### src/rtl/uart_rx_frame_ctrl.sv
// rtl/uart_rx_frame_ctrl.sv - UART frame parser: HDR, LEN, payload, SUM into a held 16-byte buffer
module uart_rx_frame_ctrl #(
  parameter int         Fclk     = 50000000,
  parameter int         VEL      = 115200,
  parameter logic [7:0] HDR      = 8'hA5,
  parameter int         MAXLEN   = 16,
  parameter int         TO_BYTES = 3
) (
  input  logic       clk,
  input  logic       rst,
  input  logic [7:0] rx_data,
  input  logic       rx_ok,
  input  logic       frame_ack,
  input  logic [3:0] rd_addr,
  output logic [7:0] rd_data,
  output logic       frame_valid,
  output logic [4:0] frame_len,
  output logic       busy,
  output logic       err_len,
  output logic       err_sum,
  output logic       err_timeout,
  output logic       overrun
);

  // One character is 10 bit times; the timeout spans TO_BYTES characters.
  localparam int          TO_CLK  = TO_BYTES * 10 * (Fclk / VEL);
  localparam logic [13:0] TO_LAST = 14'(TO_CLK - 1);
  localparam logic [7:0]  MAX_B   = 8'(MAXLEN);

  typedef enum logic [2:0] {
    S_IDLE,
    S_LEN,
    S_DATA,
    S_SUM,
    S_HOLD
  } state_t;

  state_t      state;
  logic [4:0]  len;
  logic [3:0]  idx;
  logic [7:0]  sum;
  logic [13:0] to_cnt;
  logic [7:0]  mem [0:15];

  // Payload storage: written only while collecting DATA, frozen otherwise.
  always_ff @(posedge clk) begin
    if (!rst && state == S_DATA && rx_ok) begin
      mem[idx] <= rx_data;
    end
  end

  always_ff @(posedge clk) begin
    if (rst) begin
      state       <= S_IDLE;
      len         <= 5'd0;
      idx         <= 4'd0;
      sum         <= 8'd0;
      to_cnt      <= 14'd0;
      rd_data     <= 8'd0;
      frame_valid <= 1'b0;
      frame_len   <= 5'd0;
      busy        <= 1'b0;
      err_len     <= 1'b0;
      err_sum     <= 1'b0;
      err_timeout <= 1'b0;
      overrun     <= 1'b0;
    end else begin
      rd_data     <= mem[rd_addr];
      err_len     <= 1'b0;
      err_sum     <= 1'b0;
      err_timeout <= 1'b0;
      overrun     <= 1'b0;

      case (state)
        S_IDLE: begin
          to_cnt <= 14'd0;
          if (rx_ok && rx_data == HDR) begin
            state <= S_LEN;
            busy  <= 1'b1;
          end
        end

        S_LEN, S_DATA, S_SUM: begin
          if (!rx_ok) begin
            // A byte landing on the expiry cycle still wins over the timeout.
            if (to_cnt == TO_LAST) begin
              err_timeout <= 1'b1;
              state       <= S_IDLE;
              busy        <= 1'b0;
              to_cnt      <= 14'd0;
            end else begin
              to_cnt <= to_cnt + 14'd1;
            end
          end else begin
            to_cnt <= 14'd0;
            if (state == S_LEN) begin
              if (rx_data != 8'd0 && rx_data <= MAX_B) begin
                len   <= rx_data[4:0];
                sum   <= rx_data;
                idx   <= 4'd0;
                state <= S_DATA;
              end else begin
                err_len <= 1'b1;
                state   <= S_IDLE;
                busy    <= 1'b0;
              end
            end else if (state == S_DATA) begin
              sum <= sum + rx_data;
              idx <= idx + 4'd1;
              if ({1'b0, idx} == len - 5'd1) begin
                state <= S_SUM;
              end
            end else begin
              busy <= 1'b0;
              if (rx_data == sum) begin
                frame_len   <= len;
                frame_valid <= 1'b1;
                state       <= S_HOLD;
              end else begin
                err_sum <= 1'b1;
                state   <= S_IDLE;
              end
            end
          end
        end

        S_HOLD: begin
          to_cnt <= 14'd0;
          if (rx_ok) begin
            overrun <= 1'b1;
          end
          if (frame_ack) begin
            frame_valid <= 1'b0;
            state       <= S_IDLE;
          end
        end

        default: begin
          state <= S_IDLE;
          busy  <= 1'b0;
        end
      endcase
    end
  end

endmodule

### config.mk
export PLATFORM = sky130hd
export DESIGN_NAME = uart_rx_frame_ctrl
export DESIGN_NICKNAME = d
export VERILOG_FILES = /design/src/rtl/uart_rx_frame_ctrl.sv
export SDC_FILE = /design/constraint.sdc
export NUM_CORES = 1
export LEC_CHECK = 0
export CORE_ASPECT_RATIO = 1.5
export CORE_MARGIN = 2
export CORE_UTILIZATION = 54
export CTS_CLUSTER_SIZE = 40
export DETAILED_ROUTE_END_ITERATION = 10
export PLACE_DENSITY = 0.81
export SLEW_MARGIN = 10
export SYNTH_ARGS = -nofsm -noshare
export SYNTH_HDL_FRONTEND = slang
export SYNTH_SLANG_ARGS = --single-unit
### constraint.sdc
create_clock -name clk -period 2.6 [get_ports clk]
set_input_delay 0.78 -clock clk [delete_from_list [all_inputs] [get_ports clk]]
set_output_delay 0.78 -clock clk [all_outputs]
set_load 0.005 [all_outputs]
==> metrics.md, run 1 <==
| Metric | Value |
|---|---|
| Clock sinks | `181` |
| Drt initial violations | `about 320` |
| Uppermost layer routed | `met4` |
| Number of hold violations in the final report | `0` |
| Gr ovfl total | `0` |
| Routability-driven placement congestion ratio | `between 0.8 and 0.9` |
| Sequential-to-total area share from yosys stat | `between 60% and 70%` |
| Final nets | `624` |
| Post-synth EDFFs | `about 130` |
| Maximum operating frequency | `between 400 and 500 MHz` |
| Rows | `between 50 and 60` |
| Post-detailed-route DRC marker count | `0` |
| Hold WC Path Type | `reg2reg` |
| Count of buffers added by post-CTS timing repair for setup | `0` |
| WP data required | `approximately 2900 ps` |
| Half-perimeter wire length of the detailed placement result | `11.2 mm` |
| TNS Setup | `0 ps` |
| Clock buffers created by TritonCTS | `17` |
| Mapped Cells | `between 500 and 600` |
| Predominant post-synthesis flop cell | `sky130_fd_sc_hd__edfxtp_1` |
| Number of buffers added to fix hold violations after cts | `0` |
| Relative slew slack | `58.6%` |
| Final core occ | `66.3%` |
| WHS Endpoint | `to_cnt[0]` |
| Count of final setup violators | `0` |
| Post-Synthesis Net Count | `539` |
| Vias | `around 4.7k` |
| Max-cap check violation count | `0` |
| Kind of start point of the critical path | `input pin` |
| Worst-case vdd ir drop | `roughly 400 uV` |
| Skew-Pair Late Insertion Delay | `420 ps` |
| Yosys warning total | `0` |
| CTS Root Buffer Type | `sky130_fd_sc_hd__clkbuf_16` |
| Area added between synthesis and finish | `19.3%` |
| TritonCTS clock tree | `built` |
| Ports placed on the boundary | `35` |
| Number of pins with negative max-slew slack in the final report | `0` |
| Cell depth of the worst flop-to-flop path | `9` |
| I/O Buffers | `34` |
| Most frequent cells in the layout | `128 x sky130_fd_sc_hd__edfxtp_1, 56 x sky130_fd_sc_hd__buf_4, 55 x sky130_fd_sc_hd__nor2_1, 53 x sky130_fd_sc_hd__dfxtp_1, 40 x sky130_fd_sc_hd__mux4_2` |
| Detail-routed net length per standard cell | `21.1 um` |
| Origin of the worst min-delay path | `to_cnt[0]` |
| Wl on met1 | `approximately 6 mm` |
| Status | `finished clean` |
| Core box area | `13600 sq um` |
| H-tree levels | `4` |
| Tightest Pin Transition | `around 620 ps` |
| Type of element capturing the critical path | `flip-flop` |
| Total inserted antenna cells | `0` |
| Die Y | `149 um` |
| Number of routed nets with antenna violations | `0` |
| Tot GR Track Use | `a little under a quarter` |
| Avg Synthesized Cell Area | `around 15 sq um` |
| Largest net degree at the start of global routing | `39` |
| Share of cells above drive strength 1 | `22.2%` |
| Via-to-Cell Ratio | `6.05` |
| Met2 routed wirelength | `just over 9 mm` |
| Worst Setup Path Type | `in2reg` |
| Maximum clock path buffer count | `2` |
| Peak fanout along the critical path | `6` |
| Power per unit of standard cell area | `approximately 650 nW/um^2` |
| First-pass GRT wire length | `25.9 mm` |
| Clock slew at the register clock pins of the worst setup and hold paths | `roughly 70 ps` |
| R2R setup slack | `460 ps` |
| #FFs+latches synth | `181` |
| Die Span X | `between 100 and 150 um` |
| Overall routed net length | `approximately 16 mm` |
| Cell variety after synth | `49` |
| Startpoint of the worst register-to-register path | `to_cnt[0]` |
| Vias in the first global route | `roughly 4.8k` |
| Floorplan die area | `around 15000 sq um` |
| Data arrival time of the critical path | `about 2800 ps` |
| Reported leakage power | `0.00319 uW` |
| Unrepaired setup endpoints after global routing | `no` |
| Synthesized area | `~7600 sq um` |
| Detailed-routing iteration count for the pre-antenna-repair pass | `5` |
| Starting density of the core | `a little under three fifths` |
| Tmin final | `approximately 2500 ps` |
| Antenna violations before repair | `0` |
| Fraction of registers with async set or reset after synthesis | `0%` |
| Cell count of the worst hold path | `2` |
| Most common cell after layout, fill and taps aside | `sky130_fd_sc_hd__edfxtp_1` |
| Post-route clock period utilization | `about 95%` |
| Worst R2R End | `to_cnt[6]` |
| Wire length on met3 | `roughly 660 um` |
| Setup skew after layout | `slightly below 8 ps` |
[cell type report]
| cell class | count | area, sq um |
|---|---|---|
| Inverter | 10 | 37.5 |
| Fill cell | 915 | 4580 |
| Timing Repair Buffer | 92 | 801 |
| Clock inverter | 14 | 134 |
| Sequential cell | 181 | 4900 |
| Clock buffer | 18 | 439 |
| Multi-Input combinational cell | 292 | 2500 |
| Tap cell | 162 | 203 |
[flip-flops by register name (all words and copies together), names as in the netlist, 3 cells and up]
signal / cells
frame_len: 5
idx: 4
len: 5
mem: 128
rd_data: 8
state: 3
sum: 8
to_cnt: 14
[layer usage]
layer / up-vias / GRT usage [%]
met2: 168 / 42.8
met3: 30 / 4.31
li1: 2129 / -
met1: 2323 / 26.7
met4: 0 / 8.77
met5: - / 0
[worst max-delay path: stages]
cell and delay, ps:
sky130_fd_sc_hd__clkdlybuf4s50_1 480, sky130_fd_sc_hd__ha_1 340, sky130_fd_sc_hd__nor4_1 270, sky130_fd_sc_hd__nand2_1 80
sky130_fd_sc_hd__nor4_1 190, sky130_fd_sc_hd__buf_4 160, sky130_fd_sc_hd__nand2_1 180, sky130_fd_sc_hd__mux2i_1 220
sky130_fd_sc_hd__nor2_1 60
[cells in the mapped netlist, drive strengths merged, types with 2 or more instances]
cell type  instances  area share (%)
nor2b              3            0.25
a21o               3            0.30
nor3b              8            0.79
and2              10            0.83
xor2               9             1.0
a21oi             20             1.3
nand4              4            0.33
buf               15             1.2
inv               10            0.50
dfxtp             53              14
nand2b             3            0.25
mux4              40              12
mux2i             12             1.6
clkbuf            11            0.55
or3                3            0.25
a31oi              2            0.17
and3               3            0.25
nor2              55             2.7
nand3              8            0.53
nor4               6            0.50
a41oi              5            0.58
nand2             26             1.3
xnor2              6            0.70
nand3b             3            0.30
o21ai             10            0.66
ha                13             2.2
o211ai             2            0.20
edfxtp           128              51
a211oi             6            0.60
nor3              13            0.86
a311oi             5            0.58
[stage by stage]
| stage | instances | hold WS [ps] | power (uW) | setup slack, ps | area [sq um] |
|---|---|---|---|---|---|
| after floorplan | 509 | 440 | 3340 | -91.6 | 7560 |
| after global placement | 737 | 463 | 3490 | -325 | 8430 |
| after detailed placement | 737 | 480 | 3500 | -465 | 8430 |
| after CTS | 769 | 492 | 5910 | 34.9 | 9000 |
| after global routing | 769 | 516 | 6050 | 44.2 | 9010 |
| final | 769 | 488 | 5870 | 140 | 9010 |
[power breakdown]
group | switching (uW) | internal [uW]
combinational | 168 | 171
clock | 1140 | 1290
sequential | 8.28 | 3090
total | 1310 | 4560
[how the worst max path moves through the flow]
stage | startpoint | end | slack (ps) | cells after the start
floorplan | rx_ok | mem[0][0] | -90 | 6
finish | rx_data[5] | frame_len[3] | 140 | 9
global route | rx_ok | mem[1][7] | 40 | 8
global placement | rx_data[0] | sum[6] | -330 | 10
detailed placement | rx_data[0] | sum[6] | -470 | 10
CTS | rx_data[1] | sum[6] | 30 | 10
[timing repair]
item                                   CTS  global route
endpoints found under the hold margin    0             0
setup endpoints to repair                1            23
gates resized for setup                  1             3
[kinds of logic after synthesis]
group | after synthesis | share of synthesized area [%]
flops | 181 | 64.9
fa+ha+maj | 14 | 2.42
compound gates | 61 | 5.40
mux | 52 | 13.5
buf+inv | 36 | 2.25
simple gates | 150 | 9.76
xor+xnor | 15 | 1.74
Power figures use the tool's default switching activity.
==> run 2: changes to the inputs <==
--- a/config.mk
+++ b/config.mk
@@ -8,6 +8,7 @@
 export CORE_ASPECT_RATIO = 1.5
 export CORE_MARGIN = 2
 export CORE_UTILIZATION = 54
+export CTS_CLUSTER_DIAMETER = 80
 export CTS_CLUSTER_SIZE = 40
 export DETAILED_ROUTE_END_ITERATION = 10
 export PLACE_DENSITY = 0.81
==> results of run 2 <==
The final DEF is identical to that of run 1; final timing and power are the same.
==> run 3: changes to the inputs <==
==> constraint.sdc (replaced) <==
create_clock -name clk -period 2.6 [get_ports clk]
set_input_delay 0.52 -clock clk [delete_from_list [all_inputs] [get_ports clk]]
set_output_delay 0.52 -clock clk [all_outputs]
set_load 0.005 [all_outputs]
==> run 3 against run 2 <==
Against the previous run: final cell count is 0.91% lower; via count is 0.15% lower; die area stayed put; largest cell class unchanged; largest power group unchanged; highest routed layer unchanged.
==> metrics.md, run 3 (synthesis results as in run 1) <==
| Metric | Value |
|---|---|
| Area added between synthesis and finish | `18.7%` |
| Most common cell after layout, fill and taps aside | `sky130_fd_sc_hd__edfxtp_1` |
| Max-cap check violation count | `0` |
| First-pass GRT wire length | `25.3 mm` |
| Post-route total power | `roughly 6000 uW` |
| WP data required | `2910 ps` |
| Power per unit of standard cell area | `666 nW/um^2` |
| Starting density of the core | `approximately 56%` |
| Overall routed net length | `approximately 16 mm` |
| Core box area | `around 14000 sq um` |
| Floorplan die area | `between 10000 and 15000 sq um` |
| Relative slew slack | `a little under three fifths` |
| Finished Layout Cells | `around 760` |
| Status | `finished clean` |
| Number of resized instances in the post-cts repair step | `0` |
| Most frequent cells in the layout | `128 x sky130_fd_sc_hd__edfxtp_1, 55 x sky130_fd_sc_hd__nor2_1, 53 x sky130_fd_sc_hd__dfxtp_1, 48 x sky130_fd_sc_hd__buf_4, 40 x sky130_fd_sc_hd__mux4_2` |
| CTS Root Buffer Type | `sky130_fd_sc_hd__clkbuf_16` |
| Launching instance or port of the critical path | `rx_data[1]` |
| Total inserted antenna cells | `0` |
| Die Y | `approximately 150 um` |
| Number of flip-flops in the largest register | `128` |
| I/O Buffers | `34` |
| Detail-routed net length per standard cell | `21.0 um` |
| Final nets | `between 600 and 700` |
| Antenna violations before repair | `0` |
| Multi-input combinational cell area | `around 2500 sq um` |
| Tmin final | `~2400 ps` |
| Setup skew after layout | `around 15 ps` |
| Count of final setup violators | `0` |
| Tot GR Track Use | `23.0%` |
| Vias | `around 4.6k` |
| Share of cells above drive strength 1 | `around a fifth` |
| Number of routed nets with antenna violations | `0` |
| Worst-case vdd ir drop | `521 uV` |
| Hold WC Path Type | `reg2reg` |
| Maximum operating frequency | `between 400 and 500 MHz` |
| Data arrival time of the critical path | `about 2800 ps` |
| Ports placed on the boundary | `35` |
| Gr ovfl total | `0` |
| Rows | `52` |
| Origin of the worst min-delay path | `to_cnt[13]` |
| Worst Setup Path Type | `in2reg` |
| Die Span X | `101 um` |
| Skew-Pair Late Insertion Delay | `between 400 and 500 ps` |
| Regs by FF count | `mem: 128 flops, to_cnt: 14 flops` |
| TritonCTS clock tree | `built` |
| Reported leakage power | `between 0.003 and 0.004 uW` |
| Final instance area | `approximately 9000 sq um` |
| Via-to-Cell Ratio | `6.09` |
| Number of hold violations in the final report | `0` |
| Maximum clock path buffer count | `2` |
| Half-perimeter wire length of the detailed placement result | `10.7 mm` |
| Kind of start point of the critical path | `input pin` |
| Unrepaired setup endpoints after global routing | `no` |
| Clock buffers created by TritonCTS | `17` |
| Clock sinks | `about 180` |
| Post-route clock period utilization | `between 90 and 100%` |
| Count of buffers added by post-CTS timing repair for setup | `0` |
| Detailed-routing iteration count for the pre-antenna-repair pass | `5` |
| Startpoint of the worst register-to-register path | `to_cnt[0]` |
| Post-detailed-route DRC marker count | `0` |
| Drt initial violations | `297` |
| Type of element capturing the critical path | `flip-flop` |
| Tightest Pin Transition | `652 ps` |
| Placed Cells | `730` |
| Vias in the first global route | `4698` |
| Peak fanout along the critical path | `5` |
| Standard cell area after detailed placement | `8380 sq um` |
| Smallest hold slack | `about 500 ps` |
| Largest net degree at the start of global routing | `39` |
| Seq. cell area | `around 4900 sq um` |
| Routability-driven placement congestion ratio | `roughly 0.89` |
| Number of buffers added to fix hold violations after cts | `0` |
| Clock slew at the register clock pins of the worst setup and hold paths | `around 60 ps` |
| Final core occ | `between 60 and 70%` |
| Number of pins with negative max-slew slack in the final report | `0` |
| Fill cell total of the finished layout | `around 920` |
| Reg with most FFs | `mem` |
| H-tree levels | `4` |
run 3: metal layers:
| metal | part of all wire [%] | track usage (%) | up-vias |
|---|---|---|---|
| met5 | 0 | 0 | - |
| met4 | 2.7 | 10.6 | 0 |
| met3 | 4.8 | 4.97 | 33 |
| met2 | 55 | 41.5 | 155 |
| met1 | 37 | 25.6 | 2339 |
| li1 | - | - | 2116 |
run 3: through the flow:
stage	setup WS, ps	setup TNS [ps]
detailed placement	-175	-2720
global placement	-105	-1410
floorplan	167	0
global route	34.8	0
CTS	230	0
finish	161	0
run 3: power breakdown:
group	total (uW)	internal, uW	switching [uW]
clock	2540	1510	1040
sequential	3100	3090	8.13
combinational	330	164	166
run 3: worst max-delay path: stages:
cell	delay, ps
sky130_fd_sc_hd__clkdlybuf4s50_1	630
sky130_fd_sc_hd__buf_4	190
sky130_fd_sc_hd__inv_1	60
sky130_fd_sc_hd__fa_1	440
sky130_fd_sc_hd__nor2b_1	220
sky130_fd_sc_hd__o21a_1	150
sky130_fd_sc_hd__nor2_1	60
sky130_fd_sc_hd__o21ai_0	210
sky130_fd_sc_hd__xor2_1	100
sky130_fd_sc_hd__a21o_1	180
run 3: final timing paths:
kind | cells after the start | endpoint | slack [ps]
worst max-delay path | 10 | sum[6] | 160
worst min-delay path | 1 | to_cnt[13] | 500
worst max register to register | 8 | to_cnt[6] | 530
worst min register to register | 1 | to_cnt[13] | 500
run 3: layout make-up:
| type | count | share of cell area (%) |
|---|---|---|
| Multi-Input combinational cell | 292 | 27.6 |
| Inverter | 10 | 0.418 |
| Clock inverter | 13 | 1.74 |
| Tap cell | 162 | 2.26 |
| Sequential cell | 181 | 54.7 |
| Clock buffer | 19 | 4.83 |
| Timing Repair Buffer | 85 | 8.43 |
